**src/rtl/pwm_pkg.sv**
```systemverilog
// Shared PWM constants, duty-update encoding and a saturating step helper
// used by the PWM generator and later motor-control blocks.
package pwm_pkg;

    localparam int PWM_PERIOD    = 100;
    localparam int PWM_STEP      = 10;
    localparam int PWM_DUTY_INIT = 50;

    typedef enum logic [1:0] {
        UPD_HOLD,
        UPD_LOAD,
        UPD_INC,
        UPD_DEC
    } duty_upd_e;

    // Works at 32 bits so an increase near the limit can never wrap.
    function automatic int unsigned sat_step(
        input int unsigned value,
        input int unsigned step,
        input int unsigned limit,
        input logic        up
    );
        int unsigned sum;
        sum = value + step;
        if (up) begin
            return (sum > limit) ? limit : sum;
        end
        return (value < step) ? 32'd0 : value - step;
    endfunction

endpackage

```
**src/rtl/pwm_btn_edge.sv**
```systemverilog
// Two-flop synchroniser followed by a rising-edge detector for one
// asynchronous button level; a held level yields a single pulse.
module pwm_btn_edge (
    input  logic clk,
    input  logic rst_n,
    input  logic level,
    output logic rise
);

    logic sync1;
    logic sync2;
    logic prev;

    always_ff @(posedge clk or negedge rst_n) begin
        if (!rst_n) begin
            sync1 <= 1'b0;
            sync2 <= 1'b0;
            prev  <= 1'b0;
        end else begin
            sync1 <= level;
            sync2 <= sync1;
            prev  <= sync2;
        end
    end

    assign rise = sync2 & ~prev;

endmodule

```
**src/rtl/pwm_multi_gen.sv**
```systemverilog
// Multi-channel PWM generator sharing one period counter; per-channel duty
// comes from button steps or host loads and is applied only at the wrap.
module pwm_multi_gen
    import pwm_pkg::*;
#(
    parameter int NUM_CH    = 4,
    parameter int CNT_W     = 8,
    parameter int PERIOD    = PWM_PERIOD,
    parameter int STEP      = PWM_STEP,
    parameter int DUTY_INIT = PWM_DUTY_INIT,
    localparam int CH_W     = (NUM_CH > 1) ? $clog2(NUM_CH) : 1
) (
    input  logic                    clk,
    input  logic                    rst_n,
    input  logic                    enable,
    input  logic [NUM_CH-1:0]       increase_duty,
    input  logic [NUM_CH-1:0]       decrease_duty,
    input  logic                    load_en,
    input  logic [CH_W-1:0]         load_ch,
    input  logic [CNT_W-1:0]        load_val,
    output logic [NUM_CH-1:0]       PWM_OUT,
    output logic                    period_start,
    output logic [NUM_CH*CNT_W-1:0] duty_active
);

    localparam logic [CNT_W-1:0] PERIOD_C = CNT_W'(PERIOD);
    localparam logic [CNT_W-1:0] LAST_C   = CNT_W'(PERIOD - 1);
    localparam logic [CNT_W-1:0] INIT_C   = CNT_W'(DUTY_INIT);

    logic [CNT_W-1:0]  cnt;
    logic              wrap;
    logic [NUM_CH-1:0] inc_rise;
    logic [NUM_CH-1:0] dec_rise;
    logic [CNT_W-1:0]  load_sat;
    logic [CNT_W-1:0]  duty_pending [NUM_CH];
    logic [CNT_W-1:0]  pending_nxt  [NUM_CH];
    logic [CNT_W-1:0]  duty_act     [NUM_CH];
    duty_upd_e         upd          [NUM_CH];

    for (genvar i = 0; i < NUM_CH; i++) begin : g_btn
        pwm_btn_edge u_inc (
            .clk   (clk),
            .rst_n (rst_n),
            .level (increase_duty[i]),
            .rise  (inc_rise[i])
        );
        pwm_btn_edge u_dec (
            .clk   (clk),
            .rst_n (rst_n),
            .level (decrease_duty[i]),
            .rise  (dec_rise[i])
        );
        assign duty_active[i*CNT_W +: CNT_W] = duty_act[i];
    end

    assign wrap     = (cnt == LAST_C);
    assign load_sat = (load_val > PERIOD_C) ? PERIOD_C : load_val;

    always_ff @(posedge clk or negedge rst_n) begin
        if (!rst_n) begin
            cnt <= '0;
        end else if (wrap) begin
            cnt <= '0;
        end else begin
            cnt <= cnt + 1'b1;
        end
    end

    // Host load beats buttons; simultaneous inc and dec cancel out.
    always_comb begin
        for (int i = 0; i < NUM_CH; i++) begin
            upd[i]         = UPD_HOLD;
            pending_nxt[i] = duty_pending[i];
            if (load_en && (32'(load_ch) == i)) begin
                upd[i] = UPD_LOAD;
            end else if (inc_rise[i] && !dec_rise[i]) begin
                upd[i] = UPD_INC;
            end else if (dec_rise[i] && !inc_rise[i]) begin
                upd[i] = UPD_DEC;
            end
            case (upd[i])
                UPD_LOAD: pending_nxt[i] = load_sat;
                UPD_INC:  pending_nxt[i] = CNT_W'(sat_step(32'(duty_pending[i]), STEP, PERIOD, 1'b1));
                UPD_DEC:  pending_nxt[i] = CNT_W'(sat_step(32'(duty_pending[i]), STEP, PERIOD, 1'b0));
                default:  pending_nxt[i] = duty_pending[i];
            endcase
        end
    end

    // The wrap takes the next-pending value so a same-edge update is not lost.
    always_ff @(posedge clk or negedge rst_n) begin
        if (!rst_n) begin
            for (int i = 0; i < NUM_CH; i++) begin
                duty_pending[i] <= INIT_C;
                duty_act[i]     <= INIT_C;
            end
        end else begin
            for (int i = 0; i < NUM_CH; i++) begin
                duty_pending[i] <= pending_nxt[i];
                if (wrap) begin
                    duty_act[i] <= pending_nxt[i];
                end
            end
        end
    end

    always_ff @(posedge clk or negedge rst_n) begin
        if (!rst_n) begin
            PWM_OUT      <= '0;
            period_start <= 1'b0;
        end else begin
            for (int i = 0; i < NUM_CH; i++) begin
                PWM_OUT[i] <= enable && (cnt < duty_act[i]);
            end
            period_start <= (cnt == '0);
        end
    end

endmodule

```
**config.mk**
```make
export PLATFORM = sky130hd
export DESIGN_NAME = pwm_multi_gen
export DESIGN_NICKNAME = d
export VERILOG_FILES = /design/src/rtl/pwm_pkg.sv /design/src/rtl/pwm_btn_edge.sv /design/src/rtl/pwm_multi_gen.sv
export SDC_FILE = /design/constraint.sdc
export NUM_CORES = 1
export LEC_CHECK = 0
export BUFFER_PORTS_ARGS = -buffer_cell sky130_fd_sc_hd__buf_4
export CORE_ASPECT_RATIO = 0.9
export CORE_MARGIN = 5
export CORE_UTILIZATION = 57
export DETAILED_ROUTE_END_ITERATION = 6
export MAX_ROUTING_LAYER = met4
export PLACE_DENSITY = 0.78
export SYNTH_ARGS = -nofsm -noshare
export SYNTH_HDL_FRONTEND = slang
export SYNTH_HIERARCHICAL = 1
export SYNTH_SLANG_ARGS = --single-unit
```
**constraint.sdc**
```tcl
create_clock -name clk -period 2.9 [get_ports clk]
set_clock_uncertainty 0.05 [all_clocks]
set_input_delay 0.58 -clock clk [delete_from_list [all_inputs] [get_ports clk]]
set_output_delay 0.58 -clock clk [all_outputs]
set_load 0.05 [all_outputs]
```
* Word level (Yosys, flattened, before mapping)
Index checks and enable logic that the tools add are counted.
** Word-level totals
- Register bits after elaboration :: 101
- Input port bits :: 22
- Output and inout port bits :: 37
- Word-level logic and storage cells :: 149
** Cells by class
- $add $sub $neg :: 9
- $lt $le $gt $ge :: 13
- Eq/ne operators :: 16
- Muxes and demuxes :: 34
- Bitwise gates (word level) :: 16
- Reduce and logical (&&, ||, !) cells :: 26
** Operator list (number)
- 2-to-1 mux 8 bit :: 14
- case mux 8 bit (3 select lines) :: 4
- adder 8 x 4 -> 9 bit, second input constant :: 4
- greater-than comparator 9 x 7 -> 1 bit, second input constant :: 4
- < comparator 8 x 4 -> 1 bit, second input constant :: 4
- < comparator 8 bit :: 4
- subtractor 8 x 4 -> 8 bit, second input constant :: 4
- 2-to-1 mux 2 bit :: 12
- == test 2 bit, second input constant :: 10
- logical AND 1 bit :: 16
- == test 2 x 1 -> 1 bit, second input constant :: 5
- adder 8 x 1 -> 8 bit, second input constant :: 1
- bitwise AND 1 bit :: 8
- == test 8 x 7 -> 1 bit, second input constant :: 1
- greater-than comparator 8 x 7 -> 1 bit, second input constant :: 1
- zero test 1 bit :: 8
- zero test 8 bit :: 1
- NOT 1 bit :: 8
- 2-to-1 mux 1 bit :: 4
- zero test 2 bit :: 1

* Logic depth before layout (Yosys ltp)
- Depth in word-level cells :: 11
- Mapped depth :: 10
- Gate-level depth less buffers :: 9

* Hierarchy
The synthesis kept the hierarchy.
** By module, submodules not included
- pwm_multi_gen :: times used 1, cells an instance 676, area each 5916.9 um2
- pwm_btn_edge :: times used 8, cells an instance 4, area each 88.8 um2

* Worst setup path after synthesis
Ideal clock, no wire load.
- Path type :: flip-flop to flip-flop
- From :: reg duty_pending[17] (netlist name)
- To :: reg duty_act (netlist bit duty_active[10])
- Library setup time :: 0.125 ns
- Data arrival time :: 2.282 ns
- Data required time :: 2.725 ns
- Path slack :: 0.444 ns
- Cell stages (with the launch flop) :: 9
- Buffers on the path :: 1
- Period minus slack after synthesis :: 2.456 ns
- Cell sequence :: dfstp_2 -> buf_2 -> inv_1 -> ha_1 -> a222oi_1 -> o22ai_1 -> a311oi_4 -> a41oi_2 -> mux2_2
** RTL lines
- start: declaration :: line pwm_multi_gen.sv:35 : logic [CNT_W-1:0] duty_pending [NUM_CH];
- start signal: indexed assignment :: line pwm_multi_gen.sv:99 : duty_pending[i] <= pending_nxt[i];
- end signal: indexed assignment :: line pwm_multi_gen.sv:101 : duty_act[i] <= pending_nxt[i];
- end: declaration :: line pwm_multi_gen.sv:37 : logic [CNT_W-1:0] duty_act [NUM_CH];

==> impl_metrics.yaml <==
pwr:
  p_total_mw: 5.27
  p_per_area_nw_per_um2: 711
  leakage_nw: 3.31
  vdd_ir_drop_max_mv: 0.458
synthesis:
  yosysWarnings: 6
  synth_top_area_share_pct: 29.1
  syn_nets: 772
  synth_top_area_cell: "dfrtp_1"
  syn_area_um2: 6630
  avgSynthCellArea_um2: 9.36
  ys_ff_latch: 101
  synth-seq-area-share_pct: 38.6
  postSynth.asyncResetShare_pct: 100
  yosys-top-cells-area: "dfrtp_1, dfstp_2, ha_1, mux2_2, nand2_1"
  synth.distinct_cells: 84
  synth_cells: 708
  synth_edf_count: 0
  synth_top_flop_cell: "dfrtp_1"
timing:
  finalSetupViolCount: 0
  rsz0062_at_grt: "false"
  hold_viol: 0
  setup_slack_ps: 260
  finalSetupTns_ps: 0
  fmax_mhz: 379
  drv_slew: 0
  fin_hold_ws_ps: 237
  relSlewSlack_pct: 51.0
  tightest_slew_ps: 734
  period_needed_ps: 2640
  finalCritPeriodShare_pct: 91.0
drt:
  vias_per_cell: 6.22
  drt_iter0_markers: 475
  finalWirelength_um: 16600
  num_vias: 5636
  first_pass_iters: 5
  drtAntennaViolNets: 0
  wire_per_inst_um: 18.3
  drc: 0
clock_tree:
  clk_latency_ps: 350
  clk_pin_slew_ps: 70
  htree_num_levels: 3
  cts_resized: 0
  ctsHoldBuffers: 0
  cts_buffer_depth: 2
  post_cts_buffers: 0
  root_buffer: "clkbuf_16"
  cts.sinks: 101
  numCtsBuffers: 9
  cts_tree: "done"
worst_setup_path:
  critical_path_class: "flip-flop to flip-flop"
  arrival_ps: 2820
  path_max_fanout: 11
  critPathCaptureType: "flip-flop"
  start_kind: "flip-flop"
  worstPathRequired_ps: 3080
  reg2reg_depth: 7
floorplan:
  rows: 37
  dieArea_um2: 13900
  coreArea_um2: 11400
  die_x_um: 124
  start_util_pct: 58.2
  ios: 59
  fp.dieH_um: 112
cells_and_area:
  fillers: 943
  nets: 809
  drive_gt1_share_pct: 20.8
  multi_input_area_um2: 3650
  area_growth_pct: 11.9
  diodes: 0
  layout.area.seq_um2: 2560
  fin_cells: 906
grt:
  grt_util_all_layers_pct: 25.9
  grt_start_max_net_pins: 56
  grt_pass1_vias: 5634
  grt_pass1_wl_um: 28100
  grt_overflow: 0
  antenna_found_initial: 0
place:
  dp_hpwl_um: 12100
  io_buffers: 58
  gp_congestion: 0.921
  dpl_worst_slack_ps: 300
  placed_cells: 890
job:
  timing.max_cap.violations: 0
status:
  status: "finished clean"
hold_path:
  hp-class: "input pin to asynchronous set/reset pin"
area by class of cell:
type / instances / area share (%)
Clock inverter: 4 / 1.05
Inverter: 52 / 2.63
Sequential cell: 101 / 34.5
Multi-Input combinational cell: 518 / 49.2
Clock buffer: 12 / 3.46
Tap cell: 156 / 2.63
Timing Repair Buffer: 63 / 6.55
report_power, final:
part / switching [mW] / internal [mW] / total (mW) / leakage, nW
Sequential: 0.467 / 1.64 / 2.11 / 1.18
Combinational: 1.06 / 0.765 / 1.82 / 1.96
Clock: 0.533 / 0.809 / 1.34 / 0.163
critical path, cell delays in order, from the launching register on:
cell and delay (ps):
dfstp_2 630, ha_1 330, nand4_1 130, o21ai_0 300, o311ai_1 230, a311oi_4 400, a41oi_2 170, mux2_2 290
registers in the layout, summed over array words and instances (netlist names):
name / flops
g_btn.u_inc/prev: 4
PWM_OUT: 4
g_btn.u_dec/prev: 4
g_btn.u_dec/sync2: 4
cnt: 8
duty_pending: 32
duty_active: 32
g_btn.u_dec/sync1: 4
g_btn.u_inc/sync2: 4
g_btn.u_inc/sync1: 4
period_start: 1
cell usage after synthesis, drive strengths merged (4+ instances only):
cell     n
dfrtp   77
nand2   57
inv     52
nor2    52
ha      42
o21ai   40
a21oi   34
a31oi   25
buf     25
nor3    25
dfstp   24
mux2    21
nor2b   16
nand3   14
a211oi  13
nand2b  13
a21o    12
clkbuf  12
nand3b  11
o211ai   9
o31ai    8
xnor2    8
and2     7
o21a     7
or3      7
nor4     6
o22ai    6
o32ai    6
or2      6
nor3b    5
o21bai   5
a221oi   4
a22oi    4
nand4    4
o311ai   4
placed cells by master, fill, tap and decap left out, drive strengths merged, types with 4 or more instances in the layout:
| master | Yosys | layout |
|---|---|---|
| a211oi | 13 | 13 |
| a21o | 12 | 12 |
| a21oi | 34 | 34 |
| a221oi | 4 | 4 |
| a22oi | 4 | 4 |
| a31oi | 25 | 25 |
| and2 | 7 | 7 |
| buf | 25 | 63 |
| clkbuf | 12 | 12 |
| dfrtp | 77 | 77 |
| dfstp | 24 | 24 |
| ha | 42 | 42 |
| inv | 52 | 53 |
| mux2 | 21 | 21 |
| nand2 | 57 | 57 |
| nand2b | 13 | 13 |
| nand3 | 14 | 14 |
| nand3b | 11 | 11 |
| nand4 | 4 | 4 |
| nor2 | 52 | 52 |
| nor2b | 16 | 16 |
| nor3 | 25 | 25 |
| nor3b | 5 | 5 |
| nor4 | 6 | 6 |
| o211ai | 9 | 9 |
| o21a | 7 | 7 |
| o21ai | 40 | 40 |
| o21bai | 5 | 5 |
| o22ai | 6 | 6 |
| o311ai | 4 | 4 |
| o31ai | 8 | 8 |
| o32ai | 6 | 6 |
| or2 | 6 | 6 |
| or3 | 7 | 7 |
| xnor2 | 8 | 8 |
worst paths after layout:
check,startpoint,end,slack [ps]
hold reg to reg,g_btn[1].u_inc/sync1,g_btn[1].u_inc/sync2,300
hold / removal,rst_n,g_btn[0].u_inc/prev,240
setup reg to reg,duty_pending[17],duty_active[10],260
max in group asynchronous,rst_n,duty_pending[5],1810
setup / recovery,duty_pending[17],duty_active[10],260
min in group clk,decrease_duty[3],g_btn[3].u_dec/sync1,280
metrics by stage:
| stage | utilization, % | area (um2) |
|---|---|---|
| global route | 65.1 | 7420 |
| detailed placement | 62.2 | 7080 |
| floorplan | - | 6630 |
| finish | 65.1 | 7420 |
| global placement | 62.2 | 7080 |
| CTS | 65.1 | 7420 |
per-layer routing:
layer,track usage (%),routed length [um]
met5,-,0
met4,7.45,325
met3,4.43,982
met2,40.8,7950
met1,34.5,7300
kinds of logic (layout without fill, tap and decap cells):
family                   Yosys count  count (layout)  synth area share, %
AND/OR/NAND/NOR                  239             239                 19.9
AO/OA/AOI/OAI                    204             204                 21.9
flip-flops                       101             101                 38.6
buffers and inverters             89             131                 6.34
adder cells (fa/ha/maj)           42              42                 7.93
multiplexers                      23              23                 3.98
XOR/XNOR                          10              10                 1.32
No activity file was read; power rests on OpenSTA's default activity.
